## src/rtl/multiplexor_display_7s.sv

```systemverilog
`default_nettype none
// ============================================================================
// Module   : multiplexor_display_7s
// Brief    : Scans X, Y, sign and result codes onto a 4-digit common-anode
//            7-segment bank with per-slot blanking and frame snapshots.
// Revision : 1.0 - initial release
// ============================================================================
module multiplexor_display_7s #(
    parameter int PRESCALER      = 50000,
    parameter int BLANK_CYCLES   = 500,
    parameter bit SEG_ACTIVE_LOW = 1'b1,
    parameter bit AN_ACTIVE_LOW  = 1'b1
) (
    input  logic       clk,
    input  logic       rst_n,
    input  logic       Enable,
    input  logic [6:0] X_Display,
    input  logic [6:0] Y_Display,
    input  logic [6:0] Resultado_Display,
    input  logic       CarrieNegSalida,
    output logic [6:0] Segmentos,
    output logic [3:0] Anodos,
    output logic       FinBarrido
);

    localparam int               c_cnt_w      = $clog2(PRESCALER);
    localparam logic [c_cnt_w-1:0] c_cnt_last = c_cnt_w'(PRESCALER - 1);
    localparam logic [6:0]       c_seg_off    = SEG_ACTIVE_LOW ? 7'h7F : 7'h00;
    localparam logic [3:0]       c_an_off     = AN_ACTIVE_LOW  ? 4'hF  : 4'h0;
    localparam logic [6:0]       c_sign_minus = 7'b1000000;

    logic [c_cnt_w-1:0] r_cnt;
    logic [1:0]         r_dig;
    logic [6:0]         r_sx;
    logic [6:0]         r_sy;
    logic [6:0]         r_sr;
    logic               r_sn;
    logic [6:0]         r_seg;
    logic [3:0]         r_an;
    logic               r_fin;

    logic               w_blank_phase;
    logic               w_slot_end;
    logic               w_frame_start;
    logic [6:0]         w_code;
    logic [3:0]         w_an_onehot;

    // With no blank time the compare would be constant, so drop it entirely.
    generate
        if (BLANK_CYCLES == 0) begin : g_no_blank
            assign w_blank_phase = 1'b0;
        end else begin : g_blank
            localparam logic [c_cnt_w-1:0] c_blank = c_cnt_w'(BLANK_CYCLES);
            assign w_blank_phase = (r_cnt < c_blank);
        end
    endgenerate

    assign w_slot_end    = (r_cnt == c_cnt_last);
    assign w_frame_start = (r_cnt == '0) && (r_dig == 2'd0);
    assign w_an_onehot   = 4'b0001 << r_dig;

    always_comb begin
        w_code = r_sx;
        case (r_dig)
            2'd0:    w_code = r_sr;
            2'd1:    w_code = r_sn ? c_sign_minus : 7'h00;
            2'd2:    w_code = r_sy;
            default: w_code = r_sx;
        endcase
    end

    always_ff @(posedge clk or negedge rst_n) begin
        if (!rst_n) begin
            r_cnt <= '0;
            r_dig <= 2'd0;
        end else if (!Enable) begin
            r_cnt <= '0;
            r_dig <= 2'd0;
        end else if (w_slot_end) begin
            r_cnt <= '0;
            r_dig <= r_dig + 2'd1;
        end else begin
            r_cnt <= r_cnt + 1'b1;
        end
    end

    // Snapshot is taken once per frame so a digit never changes mid-scan.
    always_ff @(posedge clk or negedge rst_n) begin
        if (!rst_n) begin
            r_sx <= 7'h00;
            r_sy <= 7'h00;
            r_sr <= 7'h00;
            r_sn <= 1'b0;
        end else if (Enable && w_frame_start) begin
            r_sx <= X_Display;
            r_sy <= Y_Display;
            r_sr <= Resultado_Display;
            r_sn <= CarrieNegSalida;
        end
    end

    always_ff @(posedge clk or negedge rst_n) begin
        if (!rst_n) begin
            r_an  <= c_an_off;
            r_seg <= c_seg_off;
            r_fin <= 1'b0;
        end else if (!Enable) begin
            r_an  <= c_an_off;
            r_seg <= c_seg_off;
            r_fin <= 1'b0;
        end else begin
            if (w_blank_phase) begin
                r_an  <= c_an_off;
                r_seg <= c_seg_off;
            end else begin
                r_an  <= w_an_onehot ^ c_an_off;
                r_seg <= w_code ^ c_seg_off;
            end
            r_fin <= w_slot_end && (r_dig == 2'd3);
        end
    end

    assign Segmentos  = r_seg;
    assign Anodos     = r_an;
    assign FinBarrido = r_fin;

endmodule
`default_nettype wire

```

## config.mk

```make
export PLATFORM = sky130hd
export DESIGN_NAME = multiplexor_display_7s
export DESIGN_NICKNAME = d
export VERILOG_FILES = /design/src/rtl/multiplexor_display_7s.sv
export SDC_FILE = /design/constraint.sdc
export NUM_CORES = 1
export LEC_CHECK = 0
export ABC_CLOCK_PERIOD_IN_PS = 5900
export BUFFER_PORTS_ARGS = -buffer_cell sky130_fd_sc_hd__buf_2
export CELL_PAD_IN_SITES_DETAIL_PLACEMENT = 1
export CELL_PAD_IN_SITES_GLOBAL_PLACEMENT = 2
export CORE_MARGIN = 1
export CORE_UTILIZATION = 42
export CTS_BUF_LIST = sky130_fd_sc_hd__clkbuf_4
export CTS_CLUSTER_SIZE = 30
export DETAILED_ROUTE_END_ITERATION = 16
export PLACE_DENSITY = 0.89
export SLEW_MARGIN = 40
export SYNTH_ARGS = -nofsm -noshare
export SYNTH_HDL_FRONTEND = slang
export SYNTH_SLANG_ARGS = --single-unit
```

## constraint.sdc

```tcl
create_clock -name clk -period 5.9 [get_ports clk]
set_input_delay 0.59 -clock clk [delete_from_list [all_inputs] [get_ports clk]]
set_output_delay 0.59 -clock clk [all_outputs]
set_load 0.01 [all_outputs]
```

**Word level (Yosys, flattened, before mapping)**

Cells that the tools add are included.
W data, S select, Z words.

- Register bits after elaboration: 52
- Logic and storage cells: 36
- Output and inout bits: 12

- Mux-type cells: 11
- Magnitude comparators: 1
- Shift-type cells: 1
- Reduce and logical (&&, ||, !) cells: 5
- Bitwise gates (word level): 2
- Add/subtract/negate cells: 2
- Eq/ne operators: 5

Operators with widths:

| kind | number |
|---|---|
| $mux W16 | 2 |
| $mux W7 | 3 |
| $pmux W7 S3 | 1 |
| $add A16 B1 Y16 const B | 1 |
| $eq A16 B16 Y1 const B | 1 |
| $logic_not A16 Y1 | 1 |
| $lt A16 B9 Y1 const B | 1 |
| $mux W4 | 2 |
| $not A7 Y7 | 1 |
| $eq A2 B2 Y1 const B | 2 |
| $mux W2 | 2 |
| $not A4 Y4 | 1 |
| $shl A1 B2 Y4 const A | 1 |
| $logic_and A1 B1 Y1 | 3 |
| $add A2 B1 Y2 const B | 1 |
| $eq A2 B1 Y1 const B | 1 |
| $logic_not A2 Y1 | 1 |
| $ne A2 B1 Y1 const B | 1 |
| $mux W1 | 1 |

**Logic depth before layout (Yosys ltp)**

Gate-level depths: netlist of the first run.

- Word-level depth: 5
- Mapped depth: 8
- Depth with buffers taken out: 5

**Least setup slack after synthesis of the first run**

Ideal clock, no wire load.

- Kind: register -> register
- From: register r_cnt[12]
- To: register r_sn
- Slack: 3,587 ps
- Stages on the path, launching flop included: 7
- Arrival time: 2,188 ps
- Library setup time: 125 ps
- Clock period less this slack: 2,313 ps
- Data required time: 5,775 ps
- Cell sequence: dfrtp_1 -> or4_4 -> or4_4 -> and4b_1 -> buf_6 -> buf_12 -> mux2_4

- Longest elaborated chain between the ends: 3

Ends and longest elaborated chain:

| what | RTL line | source |
|---|---|---|
| from (decl) | 32 | `logic [c_cnt_w-1:0] r_cnt;` |
| from (signal assigned) | 83 | `r_cnt <= r_cnt + 1'b1;` |
| $logic_not A16 Y1 | 59 | `assign w_frame_start = (r_cnt == '0) && (r_dig == 2'd0);` |
| $logic_and A1 B1 Y1 | 59 |  |
| $logic_and A1 B1 Y1 | 94 | `end else if (Enable && w_frame_start) begin` |
| to (signal assigned) | 98 | `r_sn <= CarrieNegSalida;` |
| to (decl) | 37 | `logic r_sn;` |

No other way between the ends.
A chain may end at the register's enable or synchronous reset.

**Final worst setup path of the first run**

- From: register r_cnt[12]
- To: register r_sr[0]

- Longest elaborated chain between the ends: 3

Ends and longest elaborated chain:

| what | RTL line | source |
|---|---|---|
| $logic_not A16 Y1 | 59 |  |
| $logic_and A1 B1 Y1 | 59 |  |
| $logic_and A1 B1 Y1 | 94 |  |
| to (signal assigned) | 97 | `r_sr <= Resultado_Display;` |
| to (decl) | 36 | `logic [6:0] r_sr;` |

No other way between the ends.

==> flow_metrics.tcl, run 1 <==
set metrics [dict create \
    status "finished, final reports clean" \
    critPathLaunchType "flip-flop" \
    slew_headroom_pct 55.94 \
    synth_area_um2 2454 \
    async_flop_share_pct 100.0 \
    tightest_slew_ns 0.6548 \
    reg2reg_depth 5 \
    tritoncts "done" \
    die_w_um 78.43 \
    design_area_um2 2718 \
    initial_core_util_pct 44.02 \
    max_stage_delay_ns 0.60 \
    synth_largest_area_cell "dfrtp_1" \
    synth_common_cells "41 x dfrtp_1, 22 x nand2_1, 20 x mux2_4" \
    routed_via_density 5.210 \
    antenna_cells 0 \
    synth_flop_cell "dfrtp_1" \
    cp-end-kind "flip-flop" \
    synth_seq_cells 52 \
    drcViolationCount 0 \
    synth_top_area_share_pct 41.82 \
    fp-row-count 27 \
    timing.rr.end "r_sr[0]" \
    gp_congestion 0.7688 \
    dp_hpwl_mm 3.498 \
    cts-hold-fix-buffers 0 \
    worstPathCellList "or4_4, or4_4, and4b_1, buf_4, mux2_2" \
    seq_area_frac_synth_pct 53.60 \
    grt_overflow 0 \
    nNetsFinal 274 \
    track_usage_pct 17.91 \
    wirelength_mm 4.931 \
    cp_max_fo 22 \
    crit_type "flip-flop to flip-flop" \
    nFillCells 623 \
    grt_pass1_vias 1795 \
    critPathSlowestCell "or4_4" \
    fin_worst_skew_ns 0.02101 \
    antenna_found_initial 0 \
    synth_edf_count 0 \
    hold_viol_final 0 \
    grt_pass1_wl_mm 8.528 \
    yosysMostFrequentCell "dfrtp_1" \
    drive_above_1_share_pct 34.57 \
    worstPathRequired_ns 6.16 \
    finalPower_mw 0.6913 \
    die_height_um 78.43 \
    port_buffers 36 \
    clkLatencyLatePin_ns 0.37 \
    io_pins 37 \
    arrival_ns 2.87 \
    clkTransAtPathRegs_ns 0.16 \
    timing.hold.ws_ns 0.2876 \
    ir_worst_vdd_uv 105.7 \
    synth_area_leaders "dfrtp_1 42%, mux2_4 12%, dfstp_2 12%, xnor2_1 3.9%, ha_1 3.6%" \
    core_area_um2 5574 \
    leakage_nw 1.201 \
    postCtsSetupBuffers 0 \
    vias 1641 \
    cts.path.max_buffers 2 \
    place_inst 307 \
    cp_common_cell "or4_4" \
    timing.reg2reg.setup_slack_ns 3.29 \
    synth_nets 238 \
    finalSetupViolations 0 \
    drt-wirelength-per-cell_um 15.65 \
    h-tree-depth 2 \
    fin_crit_sh_pct 44.20 \
    numCtsBuffers 5 \
    syn_avg_cell_area_um2 11.91 \
    cts_root_buf "clkbuf_4" \
    dieArea_um2 6151 \
    dr.first_iter.drc_count 54 \
    synthDistinctLibCells 32 \
    cellPowerDensity_nw_per_um2 254.4 \
    netlist_instances 206 \
    final_cells 315 \
    post_cts_resize_count 0 \
    tns_ns 0 \
    drtPass1Iterations 5 \
    clkSinkCount 52 \
    final-max-slew-violation-count 0 \
    hp-class "input pin to asynchronous set/reset pin" \
    drv_cap 0 \
    fmax_mhz 383.5 \
    syn_to_final_growth_pct 10.76 \
    ant_nets 0 \
    rsz0062_at_grt "false" \
    ys.warnings.count 0 \
    placed_area_um2 2658 \
    grt_max_degree 53 \
    r2r_start "r_cnt[12]" \
    period_minus_slack_ns 2.608 \
]
==> layout make-up <==
class	instances	area (µm²)	share of cell area (%)
sequential	52	1315	48.39
clock inverter	3	22.52	0.8287
clock buffer	5	37.54	1.381
timing repair buffer	38	195.2	7.182
inverter	7	26.28	0.9668
tap	72	90.09	3.315
multi-input combinational	138	1031	37.94
==> power breakdown <==
group / leakage (nW) / switching (mW) / total (mW) / internal (mW)
combinational: 0.529 / 0.0371 / 0.105 / 0.0676
sequential: 0.637 / 0.0243 / 0.419 / 0.395
clock: 0.0356 / 0.119 / 0.167 / 0.0484
==> critical path: cells and delay by family, from the launching register on <==
| family | cells | cell delay, ns |
|---|---|---|
| and+or+nand+nor | 3 | 1.29 |
| muxes | 1 | 0.38 |
| DFF | 1 | 0.46 |
| buffers and inverters | 1 | 0.36 |
==> per-layer routing <==
layer	part of all wire [%]	up-vias	global-route usage (%)
met5	0	-	0
met3	3.6	5	3.721
met1	48	826	23.70
met4	0.93	0	5.185
li1	-	779	-
met2	48	31	29.65
==> sequential cells by signal, indices dropped and copies added (netlist names) <==
register and count:
r_sy 7, r_sr 7, Anodos 4, r_sx 7, Segmentos 7, r_cnt 16, r_sn 1, r_dig 2
FinBarrido 1
==> cells in the final DEF (no fill, tap or decap), drive strengths merged, types with 2 or more instances in the layout <==
cell type and instances:
a21oi 3, a22oi 6, and3 2, buf 38, clkbuf 5, clkinv 2
dfrtp 41, dfstp 11, ha 7, inv 8, mux2 22, nand2 22
nand3 10, nand4 3, nor2 19, nor3 5, nor4 5, o21ai 12
or4 2, xnor2 11, xor2 2
==> kinds of logic after synthesis <==
logic type	Yosys count	share of synthesized area [%]
muxes	22	13.16
xor gates and xnor gates	13	4.641
adders and majority gates	7	3.569
DFF	52	53.60
AOI/OAI and AO/OA	24	6.017
buffers and inverters	16	4.538
and+or+nand+nor	72	14.48
==> how the worst max path moves through the flow <==
stage,startpoint,end,slack (ns),cells past startpoint
after detailed placement,r_cnt[12],r_sr[0],3.34,5
after CTS,r_cnt[12],r_sr[0],3.30,5
final,r_cnt[12],r_sr[0],3.29,5
after floorplan,r_cnt[12],r_sn,3.59,6
after global routing,r_cnt[12],r_sr[0],3.23,5
after global placement,r_cnt[12],r_sr[0],3.38,5
==> stage by stage <==
step,util [%],worst slack (ns)
floorplan,-,3.587
global placement,47.61,3.377
detailed placement,47.68,3.336
CTS,48.75,3.300
global route,48.75,3.230
finish,48.75,3.292
(Power assumes the default switching activity.)
==> run 2: changes to the inputs <==
--- a/config.mk
+++ b/config.mk
@@ -5,16 +5,16 @@
 export SDC_FILE = /design/constraint.sdc
 export NUM_CORES = 1
 export LEC_CHECK = 0
-export ABC_CLOCK_PERIOD_IN_PS = 5900
+export ABC_CLOCK_PERIOD_IN_PS = 2350
 export BUFFER_PORTS_ARGS = -buffer_cell sky130_fd_sc_hd__buf_2
 export CELL_PAD_IN_SITES_DETAIL_PLACEMENT = 1
 export CELL_PAD_IN_SITES_GLOBAL_PLACEMENT = 2
 export CORE_MARGIN = 1
-export CORE_UTILIZATION = 42
+export CORE_UTILIZATION = 35
 export CTS_BUF_LIST = sky130_fd_sc_hd__clkbuf_4
 export CTS_CLUSTER_SIZE = 30
 export DETAILED_ROUTE_END_ITERATION = 16
-export PLACE_DENSITY = 0.89
+export PLACE_DENSITY = 0.79
 export SLEW_MARGIN = 40
 export SYNTH_ARGS = -nofsm -noshare
 export SYNTH_HDL_FRONTEND = slang
==> constraint.sdc (replaced) <==
create_clock -name clk -period 2.35 [get_ports clk]
set_input_delay 0.235 -clock clk [delete_from_list [all_inputs] [get_ports clk]]
set_output_delay 0.235 -clock clk [all_outputs]
set_load 0.01 [all_outputs]
==> run 2 against run 1 <==
The flow now finishes with violations (setup timing). Fmax rose by 11%. Global-route usage decreased by 1.6 points. First-iteration DRC count is 15% lower. Largest cell class unchanged. Total power grew to 2.6 times the previous value. Clock-buffer cell count up 1. Final area increased by 5.3%. Sequential cell count stayed put. Register-to-register slack worse by 3.3 ns. Hold slack got worse by 0.21 ns.
==> flow_metrics.tcl, run 2 (synthesis results as in run 1) <==
set metrics [dict create \
    dp_hpwl_mm 3.801 \
    period_minus_slack_ns 2.355 \
    initial_core_util_pct 36.11 \
    cp-end-kind "flip-flop" \
    numCtsBuffers 5 \
    final-max-slew-violation-count 0 \
    drive_above_1_share_pct 36.76 \
    grt_max_degree 24 \
    cts_root_buf "clkbuf_4" \
    cp_common_cell "or4_4" \
    fin_crit_sh_pct 100.2 \
    antenna_found_initial 0 \
    drv_cap 0 \
    dieArea_um2 7349 \
    routed_via_density 4.865 \
    ir_worst_vdd_uv 236.6 \
    drt-wirelength-per-cell_um 15.45 \
    cts.path.max_buffers 2 \
    slew_headroom_pct 55.85 \
    status "complete, but fails checks" \
    reg2reg_depth 5 \
    die_w_um 85.73 \
    track_usage_pct 16.28 \
    cellPowerDensity_nw_per_um2 621.9 \
    antenna_cells 0 \
    leakage_nw 1.264 \
    core_area_um2 6794 \
    layout_setup_ws_ns -0.005184 \
    die_height_um 85.73 \
    hp-class "input pin to flip-flop" \
    gp_congestion 0.7427 \
    clkTransAtPathRegs_ns 0.16 \
    drcViolationCount 0 \
    wirelength_mm 5.392 \
    fp-row-count 30 \
    nFillCells 775 \
    p_comb_share_pct 16.4 \
    nNetsFinal 284 \
    cp_max_fo 11 \
    clkSinkCount 52 \
    p_int_mw 1.313 \
    path_depth 5 \
    clkLatencyLatePin_ns 0.37 \
    ant_nets 0 \
    worstPathRequired_ns 2.63 \
    syn_to_final_growth_pct 16.62 \
    utilization_pct 42.12 \
    fin_worst_skew_ns 0.01111 \
    dr.first_iter.drc_count 46 \
    seqPwrFrac_pct 59.1 \
    top_register "r_cnt" \
    fmax_mhz 424.6 \
    p_clk_share_pct 24.4 \
    critPathSlowestCell "or4_4" \
    grt_pass1_wl_mm 9.177 \
    tightest_slew_ns 0.6561 \
    tritoncts "done" \
    drtPass1Iterations 5 \
    mostFrequentLayoutCells "41 x dfrtp_1, 36 x buf_2, 22 x nand2_1, 22 x mux2_4, 19 x nor2_1" \
    rsz0062_at_grt "true" \
    crit_type "flip-flop to flip-flop" \
    p_sw_share_pct 26.19 \
    largest_reg_flops 16 \
    final_common_cell "dfrtp_1" \
    h-tree-depth 2 \
    grt_overflow 0 \
    finalSetupViolations 1 \
    port_buffers 36 \
    io_pins 37 \
    whs_path_depth 2 \
    critPathLaunchType "flip-flop" \
    hold_viol_final 0 \
    vias 1698 \
    worstPathCellList "or4_4, or4_4, and4b_2, clkbuf_16, mux2_4" \
    path_delay_family "simple AND/OR/NAND/NOR gates" \
    crit_buf_inv 1 \
    finalPower_mw 1.780 \
    grt_pass1_vias 1813 \
    postCtsSetupBuffers 0 \
    arrival_ns 2.64 \
    violations "setup timing" \
    p_sw_mw 0.4661 \
    max_stage_delay_ns 0.54 \
]
[run 2: repair_timing]
item	in CTS	in global routing
endpoints found under the hold margin	18	0
pin swaps	0	0
hold buffers	1	0
cloned	0	1
setup endpoints to repair	2	15
resized for setup	0	3
[run 2: metal layers]
metal	wire, µm	up-vias	track usage, %
met4	51	0	4.545
met2	2674	32	28.44
met3	190	4	3.176
met1	2476	857	20.58
li1	-	805	-
met5	0	-	0
[run 2: area by class of cell]
cell class	count	area, µm²	area share (%)
inverters	7	26.28	0.9182
well taps	96	120.1	4.198
multi-input cells	138	1036	36.20
clock inverters	2	16.27	0.5684
clock buffers	6	45.04	1.574
flip-flops and latches	52	1315	45.96
repair buffers	48	302.8	10.58
[run 2: through the flow]
stage                     cell area (µm²)  hold slack [ns]  setup TNS [ns]  worst slack [ns]  instances
after floorplan                      2454         -0.06059               0           0.03727        206
after global placement               2756           0.2278               0           0.04547        339
after detailed placement             2756           0.2278               0          0.001147        339
after CTS                            2828          0.06794        -0.03356          -0.01708        348
after global routing                 2861          0.06326         -0.3047          -0.02607        349
final                                2861          0.07612       -0.005184         -0.005184        349
[run 2: worst register-to-register path, cell delays in order, from the launching register on]
cell       delay, ns
dfrtp_1         0.42
or4_4           0.54
or4_4           0.42
and4b_2         0.37
clkbuf_16       0.21
mux2_4          0.31
[run 2: final timing paths]
check / from / end / slack, ns
min in group asynchronous: rst_n / r_sy[5] / 0.33
max reg2reg: r_cnt[12] / r_sx[1] / -0.005
min reg2reg: r_sx[6] / Segmentos[6] / 0.52
min: Resultado_Display[6] / r_sr[6] / 0.08
max: r_cnt[12] / r_sx[1] / -0.005
max in group asynchronous: rst_n / Anodos[3] / 1.33
[run 2: power by group through the flow]
stage / registers (mW) / logic [mW] / clock network [mW]
final: 1.05 / 0.293 / 0.435
after detailed placement: 1.07 / 0.279 / 0
after floorplan: 1.05 / 0.221 / 0
after global routing: 1.07 / 0.322 / 0.476
after global placement: 1.07 / 0.270 / 0
after CTS: 1.05 / 0.282 / 0.446
==> run 3: changes to the inputs <==
--- a/config.mk
+++ b/config.mk
@@ -10,11 +10,10 @@
 export CELL_PAD_IN_SITES_DETAIL_PLACEMENT = 1
 export CELL_PAD_IN_SITES_GLOBAL_PLACEMENT = 2
 export CORE_MARGIN = 1
-export CORE_UTILIZATION = 35
-export CTS_BUF_LIST = sky130_fd_sc_hd__clkbuf_4
+export CORE_UTILIZATION = 34
 export CTS_CLUSTER_SIZE = 30
 export DETAILED_ROUTE_END_ITERATION = 16
-export PLACE_DENSITY = 0.79
+export PLACE_DENSITY = 0.84
 export SLEW_MARGIN = 40
 export SYNTH_ARGS = -nofsm -noshare
 export SYNTH_HDL_FRONTEND = slang
==> run 3 against run 2 <==
The flow now finishes without violations. Critical path depth is the same. Total power up 4.4%. Global-route usage is 0.69 points lower. Fmax increased by 1.1%. Sequential cell count is the same. Routed wire length shrank 1.3%. Die area grew 2.9%. Sequential power about the same. Final cell count increased by 0.29%. First-iteration DRC count increased by 13%. Combinational power shrank 3%. Clock power up 19%. Critical endpoint is now r_sr[0]. Largest cell class unchanged.
==> flow_metrics.tcl, run 3 (synthesis results as in run 1) <==
set metrics [dict create \
    gp_congestion 0.8466 \
    status "finished, final reports clean" \
    ir_worst_vdd_uv 329.1 \
    path_delay_family "simple AND/OR/NAND/NOR gates" \
    drt-wirelength-per-cell_um 15.20 \
    critPathLaunchType "flip-flop" \
    fin_crit_sh_pct 99.10 \
    worstPathRequired_ns 2.54 \
    core_area_um2 6869 \
    dr_wl_met3_um 223 \
    cp_max_fo 16 \
    placed_area_um2 2771 \
    numCtsBuffers 5 \
    final-max-slew-violation-count 0 \
    mostFrequentLayoutCells "41 x dfrtp_1, 35 x buf_2, 22 x nand2_1" \
    grt_overflow 0 \
    cellPowerDensity_nw_per_um2 646.3 \
    dieArea_um2 7560 \
    met1_length_mm 2.420 \
    clkSinkCount 52 \
    drtPass1Iterations 4 \
    grt_pass1_vias 1795 \
    met2WireLength_mm 2.639 \
    leakage_nw 1.273 \
    hold_viol_final 0 \
    wirelength_mm 5.320 \
    top_layer_used "met4" \
    fmax_mhz 429.4 \
    tightest_slew_ns 0.6872 \
    final_common_cell "dfrtp_1" \
    max_stage_delay_ns 0.54 \
    fp-row-count 30 \
    cp_common_cell "or4_4" \
    design_area_um2 2875 \
    p_sw_share_pct 25.36 \
    antenna_cells 0 \
    track_usage_pct 15.59 \
    worstPathCellList "or4_4, or4_4, and4b_1, buf_12, mux2_2" \
    p_clk_share_pct 27.9 \
    fin_worst_skew_ns 0.01100 \
    drive_above_1_share_pct 36.61 \
    clkLatencyLatePin_ns 0.31 \
    syn_to_final_growth_pct 17.19 \
    antenna_found_initial 0 \
    period_minus_slack_ns 2.329 \
    ant_nets 0 \
    largest_reg_flops 16 \
    die_w_um 86.95 \
    cts_root_buf "clkbuf_8" \
    final_cells 350 \
    tritoncts "done" \
    crit_buf_inv 1 \
    clkTransAtPathRegs_ns 0.10 \
    h-tree-depth 2 \
    p_sw_mw 0.4712 \
    cts.path.max_buffers 2 \
    place_inst 341 \
    dp_hpwl_mm 3.967 \
    tns_ns 0 \
    hp-class "input pin to flip-flop" \
    dr.first_iter.drc_count 52 \
    vias 1711 \
    port_buffers 36 \
    rsz0062_at_grt "true" \
    grt_max_degree 37 \
    grt_pass1_wl_mm 8.976 \
    seqPwrFrac_pct 56.8 \
    die_height_um 86.95 \
    crit_type "flip-flop to flip-flop" \
    timing.hold.ws_ns 0.1483 \
    finalSetupViolations 0 \
    top_register "r_cnt" \
    io_pins 37 \
    drcViolationCount 0 \
    nNetsFinal 285 \
    initial_core_util_pct 35.72 \
    cp-end-kind "flip-flop" \
    p_comb_share_pct 15.3 \
    critPathSlowestCell "or4_4" \
    arrival_ns 2.52 \
    drv_cap 0 \
    slew_headroom_pct 53.76 \
    routed_via_density 4.889 \
    p_int_mw 1.387 \
]
## run 3: cell type report
class	count	area, µm²
clock buffers	5	68.82
clock inverters	3	22.52
fillers	774	3994
inverters	7	26.28
multi-input cells	138	1027
flip-flops and latches	52	1315
well taps	96	120.1
repair buffers	49	295.3
## run 3: stage by stage
stage	worst slack [ns]	util, %	power [mW]
after floorplan	0.03727	-	1.268
after global placement	0.06322	40.35	1.342
after detailed placement	0.03468	40.35	1.357
after CTS	0.01295	41.68	1.881
after global routing	-0.01994	41.86	1.960
final	0.02116	41.86	1.858
## run 3: routing by layer
| layer | GRT usage [%] | vias to the layer above |
|---|---|---|
| li1 | - | 803 |
| met1 | 20.19 | 864 |
| met2 | 26.49 | 37 |
| met3 | 3.791 | 7 |
| met4 | 3.182 | 0 |
| met5 | 0 | - |
## run 3: worst paths after layout
kind                                    from   endpoint  slack, ns  cells after the start
worst max-delay path               r_cnt[12]    r_sr[0]       0.02                      5
worst min-delay path            Y_Display[5]    r_sy[5]       0.15                      2
worst max register to register     r_cnt[12]    r_sr[0]       0.02                      5
worst min register to register       r_sy[1]    r_sy[1]       0.52                      1
max in group asynchronous              rst_n  Anodos[1]       1.36                      3
min in group asynchronous              rst_n    r_sy[5]       0.41                      2
## run 3: power groups by stage
stage / Sequential (mW) / Clock, mW / Combinational [mW]
after floorplan: 1.05 / 0 / 0.221
after global placement: 1.07 / 0 / 0.275
after detailed placement: 1.07 / 0 / 0.285
after CTS: 1.06 / 0.537 / 0.288
after global routing: 1.07 / 0.581 / 0.313
final: 1.05 / 0.519 / 0.284
## run 3: worst register-to-register path: stages, from the launching register on
cell and delay [ns]:
dfrtp_1 0.39, or4_4 0.54, or4_4 0.43, and4b_1 0.33
buf_12 0.19, mux2_2 0.35
## run 3: repair_timing
action                                 4_1_cts  5_1_grt
setup endpoints to repair                    0        4
setup buffers                                0        0
resized for setup                            0        0
hold buffers                                 0        1
endpoints found under the hold margin        0       25
